[src/rtl/controlador_paridade.sv]
// controlador_paridade: serial parity generator with a valid/ready handshake
// on both sides. A captured word is shifted out LSB first through a single
// 1-bit XOR accumulator, one bit per clock, then held in DONE until the sink
// takes it.
// Optional feature: define PARIDADE_CHECK_EN to add the in_par input and the
// par_err output, which compares a received parity bit with the computed one.
module controlador_paridade #(
    parameter int WIDTH = 8,   // data word width, 2..32
    parameter int ODD   = 0    // 0: even parity, 1: odd parity
) (
    input  logic             clk,
    input  logic             rst_n,
    input  logic             in_valid,
    output logic             in_ready,
    input  logic [WIDTH-1:0] in_data,
`ifdef PARIDADE_CHECK_EN
    input  logic             in_par,
    output logic             par_err,
`endif
    output logic             out_valid,
    input  logic             out_ready,
    output logic [WIDTH-1:0] out_data,
    output logic             out_parity,
    output logic             busy
);

    // One extra bit lets count reach WIDTH without wrapping.
    localparam int              CW      = $clog2(WIDTH) + 1;
    localparam logic [CW-1:0]   LAST    = CW'(WIDTH - 1);
    localparam logic            ODD_BIT = (ODD != 0);

    typedef enum logic [1:0] {
        IDLE  = 2'd0,
        SHIFT = 2'd1,
        DONE  = 2'd2
    } state_t;

    state_t           state;
    state_t           state_nxt;
    logic [WIDTH-1:0] shreg;
    logic             acc;
    logic [CW-1:0]    count;

    // State register.
    // NOTE: sequential state uses non-blocking (<=) so every flop samples
    // pre-edge values; blocking here would create order-dependent races.
    always_ff @(posedge clk or negedge rst_n) begin
        if (!rst_n) state <= IDLE;
        else        state <= state_nxt;
    end

    // Next-state logic: accept in IDLE, WIDTH shift steps, hold DONE until taken.
    // NOTE: the default assignment first keeps every path assigned, so no
    // latch is inferred when a case arm leaves the state unchanged.
    always_comb begin
        state_nxt = state;
        case (state)
            IDLE:    if (in_valid)      state_nxt = SHIFT;
            SHIFT:   if (count == LAST) state_nxt = DONE;
            DONE:    if (out_ready)     state_nxt = IDLE;
            default:                    state_nxt = IDLE;
        endcase
    end

    // Handshake and status outputs decoded from the current state.
    always_comb begin
        in_ready  = 1'b0;
        out_valid = 1'b0;
        busy      = 1'b1;
        case (state)
            IDLE: begin
                in_ready = 1'b1;
                busy     = 1'b0;
            end
            DONE:    out_valid = 1'b1;
            default: ;
        endcase
    end

    // Datapath: capture on accept, one XOR step and one right shift per SHIFT cycle.
    // NOTE: these are plain registers, not a memory; they are reset because
    // out_data and out_parity are visible and must read zero during reset.
    always_ff @(posedge clk or negedge rst_n) begin
        if (!rst_n) begin
            shreg    <= '0;
            acc      <= 1'b0;
            count    <= '0;
            out_data <= '0;
        end else begin
            case (state)
                IDLE: begin
                    if (in_valid) begin
                        shreg    <= in_data;
                        out_data <= in_data;
                        acc      <= ODD_BIT;
                        count    <= '0;
                    end
                end
                SHIFT: begin
                    acc   <= acc ^ shreg[0];
                    shreg <= {1'b0, shreg[WIDTH-1:1]};
                    count <= count + CW'(1);
                end
                default: ;
            endcase
        end
    end

    // acc stops changing once DONE is reached, so it is the held result.
    assign out_parity = acc;

`ifdef PARIDADE_CHECK_EN
    logic in_par_q;

    // Received parity bit, captured alongside the data word.
    always_ff @(posedge clk or negedge rst_n) begin
        if (!rst_n)                        in_par_q <= 1'b0;
        else if (state == IDLE && in_valid) in_par_q <= in_par;
    end

    // Mismatch flag is only meaningful while the result is presented.
    always_comb begin
        par_err = (state == DONE) && (in_par_q ^ acc);
    end
`endif

endmodule

[config.mk]
export PLATFORM = sky130hd
export DESIGN_NAME = controlador_paridade
export DESIGN_NICKNAME = d
export VERILOG_FILES = /design/src/rtl/controlador_paridade.sv
export SDC_FILE = /design/constraint.sdc
export NUM_CORES = 1
export LEC_CHECK = 0
export BUFFER_PORTS_ARGS = -buffer_cell sky130_fd_sc_hd__buf_2
export CAP_MARGIN = 10
export CORE_MARGIN = 1
export CORE_UTILIZATION = 50
export CTS_CLUSTER_DIAMETER = 150
export DETAILED_ROUTE_END_ITERATION = 10
export GPL_ROUTABILITY_DRIVEN = 0
export GPL_TIMING_DRIVEN = 0
export HOLD_SLACK_MARGIN = 0.08
export PLACE_DENSITY = 0.83
export SYNTH_ARGS = -nofsm -noshare
export SYNTH_HDL_FRONTEND = slang
export SYNTH_SLANG_ARGS = --single-unit
[constraint.sdc]
create_clock -name clk -period 1.9 [get_ports clk]
set_clock_uncertainty 0.05 [all_clocks]
set_input_delay 0.19 -clock clk [delete_from_list [all_inputs] [get_ports clk]]
set_output_delay 0.19 -clock clk [all_outputs]
set_load 0.03 [all_outputs]
==> flow_summary.html <==
<table>
<tr><th>Metric</th><th>Value</th></tr>
<tr><th colspan="2">Final layout</th></tr>
<tr><td>Number of nets in the layout</td><td>136</td></tr>
<tr><td>Layout overhead on the synthesized area</td><td>27.77%</td></tr>
<tr><td>Antenna cells</td><td>0</td></tr>
<tr><td>Proportion of layout cells with a drive suffix above 1</td><td>26.23%</td></tr>
<tr><td>Fill count</td><td>141</td></tr>
<tr><td>Final core utilization</td><td>70.39%</td></tr>
<tr><th colspan="2">GRT</th></tr>
<tr><td>Final global-route overflow total</td><td>0</td></tr>
<tr><td>Total track usage</td><td>20.68%</td></tr>
<tr><td>Via count of the first global-routing pass</td><td>688</td></tr>
<tr><td>Largest net degree at the start of global routing</td><td>24</td></tr>
<tr><td>Wire length of the first global-routing pass</td><td>3049 um</td></tr>
<tr><td>Antenna violations before repair</td><td>0</td></tr>
<tr><th colspan="2">Setup path</th></tr>
<tr><td>Worst r2r path cells</td><td>4</td></tr>
<tr><td>WS Path Type</td><td>flip-flop to output pin</td></tr>
<tr><td>Endpoint required time on the critical path</td><td>1.66 ns</td></tr>
<tr><td>Maximum fanout count along the critical path</td><td>8</td></tr>
<tr><td>Critical path capture point type</td><td>output pin</td></tr>
<tr><td>CP Data Arrival Time</td><td>1.23 ns</td></tr>
<tr><td>Startpoint type of the worst setup path</td><td>flip-flop</td></tr>
<tr><th colspan="2">Power and ir drop</th></tr>
<tr><td>Switching Fraction</td><td>42.66%</td></tr>
<tr><td>Power share of the combinational group</td><td>46.5%</td></tr>
<tr><td>Peak ir drop on the vdd network</td><td>0.0009733 V</td></tr>
<tr><td>Share of power burned in the clock network</td><td>11.8%</td></tr>
<tr><td>Leakage power summed over all cells</td><td>0.6227 nW</td></tr>
<tr><td>Power density relative to cell area</td><td>1572 nW/um^2</td></tr>
<tr><td>Int Pwr</td><td>1.131 mW</td></tr>
<tr><td>Power share of the sequential group</td><td>41.7%</td></tr>
<tr><td>Net switching power</td><td>841.7 uW</td></tr>
<tr><th colspan="2">Timing</th></tr>
<tr><td>Final setup viols</td><td>0</td></tr>
<tr><td>Measured slew at the worst slew-check pin</td><td>0.5066 ns</td></tr>
<tr><td>Maximum operating frequency</td><td>0.6781 GHz</td></tr>
<tr><td>Setup TNS</td><td>0 ns</td></tr>
<tr><td>Minimum clock period after layout</td><td>1.475 ns</td></tr>
<tr><td>Worst relative slew slack</td><td>66.23%</td></tr>
<tr><td>Number of max-slew violations in the final report</td><td>0</td></tr>
<tr><td>Hold violation count in the final report</td><td>0</td></tr>
<tr><td>RSZ-0062 raised after global routing</td><td>false</td></tr>
<tr><td>Period utilisation layout</td><td>77.61%</td></tr>
<tr><th colspan="2">Placement</th></tr>
<tr><td>Total of buffers placed on input and output ports</td><td>23</td></tr>
<tr><td>HPWL after detailed placement</td><td>1239 um</td></tr>
<tr><th colspan="2">Worst hold path</th></tr>
<tr><td>Type of the worst min-delay path</td><td>primary input to flip-flop</td></tr>
<tr><td>Hold Crit Depth</td><td>4</td></tr>
<tr><th colspan="2">CTS</th></tr>
<tr><td>Clk slew on worst S/H paths</td><td>0.13 ns</td></tr>
<tr><td>Clock tree from TritonCTS</td><td>done</td></tr>
<tr><td>Clock latency on the worst-skew pair</td><td>0.32 ns</td></tr>
<tr><td>H-tree depth</td><td>1</td></tr>
<tr><td>Total clock sinks</td><td>23</td></tr>
<tr><td>Buffer depth of the longest clock path</td><td>2</td></tr>
<tr><td>CTS root buf</td><td>clkbuf_4</td></tr>
<tr><td>CTS Buf Count</td><td>3</td></tr>
<tr><th colspan="2">Floorplan</th></tr>
<tr><td>Effective utilization at floorplan</td><td>55.09%</td></tr>
<tr><td>Chip width</td><td>46.32 um</td></tr>
<tr><td>Count of standard-cell rows</td><td>15</td></tr>
<tr><td>Floorplan Core Area</td><td>1783 sq um</td></tr>
<tr><td>Die extent in y</td><td>46.32 um</td></tr>
<tr><td>Die Area</td><td>2146 sq um</td></tr>
<tr><td>Count of pins on the block boundary</td><td>24</td></tr>
<tr><th colspan="2">Logic synthesis</th></tr>
<tr><td>Synth Cell Area</td><td>982.2 sq um</td></tr>
<tr><td>Mapped Avg Cell Area</td><td>11.56 sq um</td></tr>
<tr><td>Warnings, synthesis</td><td>0</td></tr>
<tr><td>Synthesized Nets</td><td>98</td></tr>
<tr><td>Number of distinct standard cells referenced by the synthesized netlist</td><td>24</td></tr>
<tr><td>Synthesized netlist cell count</td><td>85</td></tr>
<tr><td>Fraction of the yosys area taken by sequential cells</td><td>58.60%</td></tr>
<tr><td>Register bit total from synthesis</td><td>23</td></tr>
<tr><th colspan="2">Outcome</th></tr>
<tr><td>Run status</td><td>finished, final reports clean</td></tr>
<tr><th colspan="2">Route</th></tr>
<tr><td>Drc violations</td><td>0</td></tr>
<tr><td>Detailed Routing Iterations Pass 1</td><td>4</td></tr>
<tr><td>Routed WL per cell</td><td>12.99 um</td></tr>
<tr><td>Violation count after the first detailed-route iteration</td><td>7</td></tr>
<tr><td>Vias/cell</td><td>5.150</td></tr>
<tr><td>Routed wire length</td><td>1909 um</td></tr>
<tr><td>Count of nets left with antenna violations after detail routing</td><td>0</td></tr>
<tr><td>Via total after detailed routing</td><td>757</td></tr>
<tr><th colspan="2">Flow run</th></tr>
<tr><td>Max cap viols</td><td>0</td></tr>
</table>
==> metal layers <==
layer | routed length (um) | track usage, % | vias up
met3 | 75 | 3.529 | 2
met1 | 888 | 26.90 | 367
met5 | 0 | 0 | -
li1 | - | - | 367
met2 | 924 | 34.44 | 21
met4 | 20 | 7.059 | 0
==> Yosys cell counts <==
cell type	instances	area, sq um
dfrtp_1	23	575.6
nand2_1	17	63.81
mux2_1	8	90.09
a22oi_1	7	52.55
inv_1	3	11.26
nor2_1	3	11.26
buf_2	2	10.01
nand3_1	2	10.01
nand3b_1	2	15.01
nor2b_1	2	12.51
o21ai_0	2	10.01
xor2_1	2	17.52
a21o_1	1	7.510
a21oi_1	1	5.000
a22o_1	1	8.760
buf_4	1	7.510
buf_6	1	11.26
ha_1	1	12.51
nand2b_1	1	6.260
nor3b_2	1	12.51
o21ai_1	1	5.000
o21bai_2	1	11.26
o2bb2ai_1	1	8.760
or3_1	1	6.260
==> critical path: stages, from the launching register on <==
cell     delay (ns)
dfrtp_1        0.48
nor2b_1        0.22
buf_2          0.22
==> placed cells by master, fill, tap and decap left out <==
cell and count:
clkbuf_4 3, a21o_1 1, buf_6 1, dfrtp_1 23, buf_4 1, xor2_1 2
nor3b_2 1, or3_1 1, ha_1 1, nand2b_1 1, clkbuf_1 1, o21bai_2 1
buf_2 25, dlygate4sd3_1 10, a21oi_1 1, nand2_1 17, o21ai_0 2, a22oi_1 7
o2bb2ai_1 1, nand3b_1 2, inv_1 3, o21ai_1 1, nor2b_1 2, nor2_1 3
a22o_1 1, nand3_1 2, mux2_1 8
==> power groups by stage <==
stage	sequential, mW	combinational (mW)	clock, mW
2_1_floorplan	1.01	0.474	0
3_3_place_gp	0.822	0.879	0
3_5_place_dp	0.839	0.906	0
6_report	0.823	0.917	0.233
5_1_grt	0.853	1.01	0.256
4_1_cts	0.826	0.923	0.236
==> registers in the layout, indices dropped and copies added, names as in the netlist <==
register	cells
shreg	8
state	2
out_parity	1
count	4
out_data	8
==> cell families after synthesis <==
logic type | synth area share (%)
simple gates | 14.01
mux | 9.172
compound gates | 11.08
xor+xnor | 1.784
fa+ha+maj | 1.274
buf+inv | 4.077
flops | 58.60
==> layout make-up <==
type	instances	area (sq um)	share of cell area, %
Clock buffer	4	26.28	2.094
Multi-Input combinational cell	55	366.6	29.21
Tap cell	25	31.28	2.493
Buffer	4	28.78	2.293
Inverter	3	11.26	0.8973
Timing Repair Buffer	33	215.2	17.15
Sequential cell	23	575.6	45.86
==> stage by stage <==
| stage | hold slack [ns] | power (mW) | instances | cell area, sq um | setup slack (ns) |
|---|---|---|---|---|---|
| after floorplan | -0.1556 | 1.489 | 85 | 982.2 | 0.4355 |
| after global placement | 0.1319 | 1.701 | 133 | 1129 | 0.5076 |
| after detailed placement | 0.1384 | 1.745 | 133 | 1129 | 0.4605 |
| after CTS | 0.2383 | 1.986 | 147 | 1255 | 0.4188 |
| after global routing | 0.2589 | 2.115 | 147 | 1255 | 0.3167 |
| final | 0.2458 | 1.973 | 147 | 1255 | 0.4254 |
==> repair_timing <==
item / 4_1_cts / 5_1_grt
endpoints found under the hold margin: 39 / 0
hold buffers: 10 / 0
buffers inserted: 0 / 0
gates resized for setup: 0 / 0
==> path summary, 6_finish.rpt <==
path                                                end                 start  slack [ns]
min in group asynchronous          count[3]$_DFFE_PN0P_                 rst_n        0.30
worst min-delay path               shreg[5]$_DFFE_PN0P_              in_valid        0.25
worst max-delay path                          out_valid  state[1]$_DFFE_PN0P_        0.43
worst max register to register  out_data[3]$_DFFE_PN0P_  state[0]$_DFFE_PN0P_        0.44
worst min register to register     shreg[4]$_DFFE_PN0P_  shreg[4]$_DFFE_PN0P_        0.43
max in group asynchronous          count[1]$_DFFE_PN0P_                 rst_n        1.15
Power figures use the tool's default switching activity.
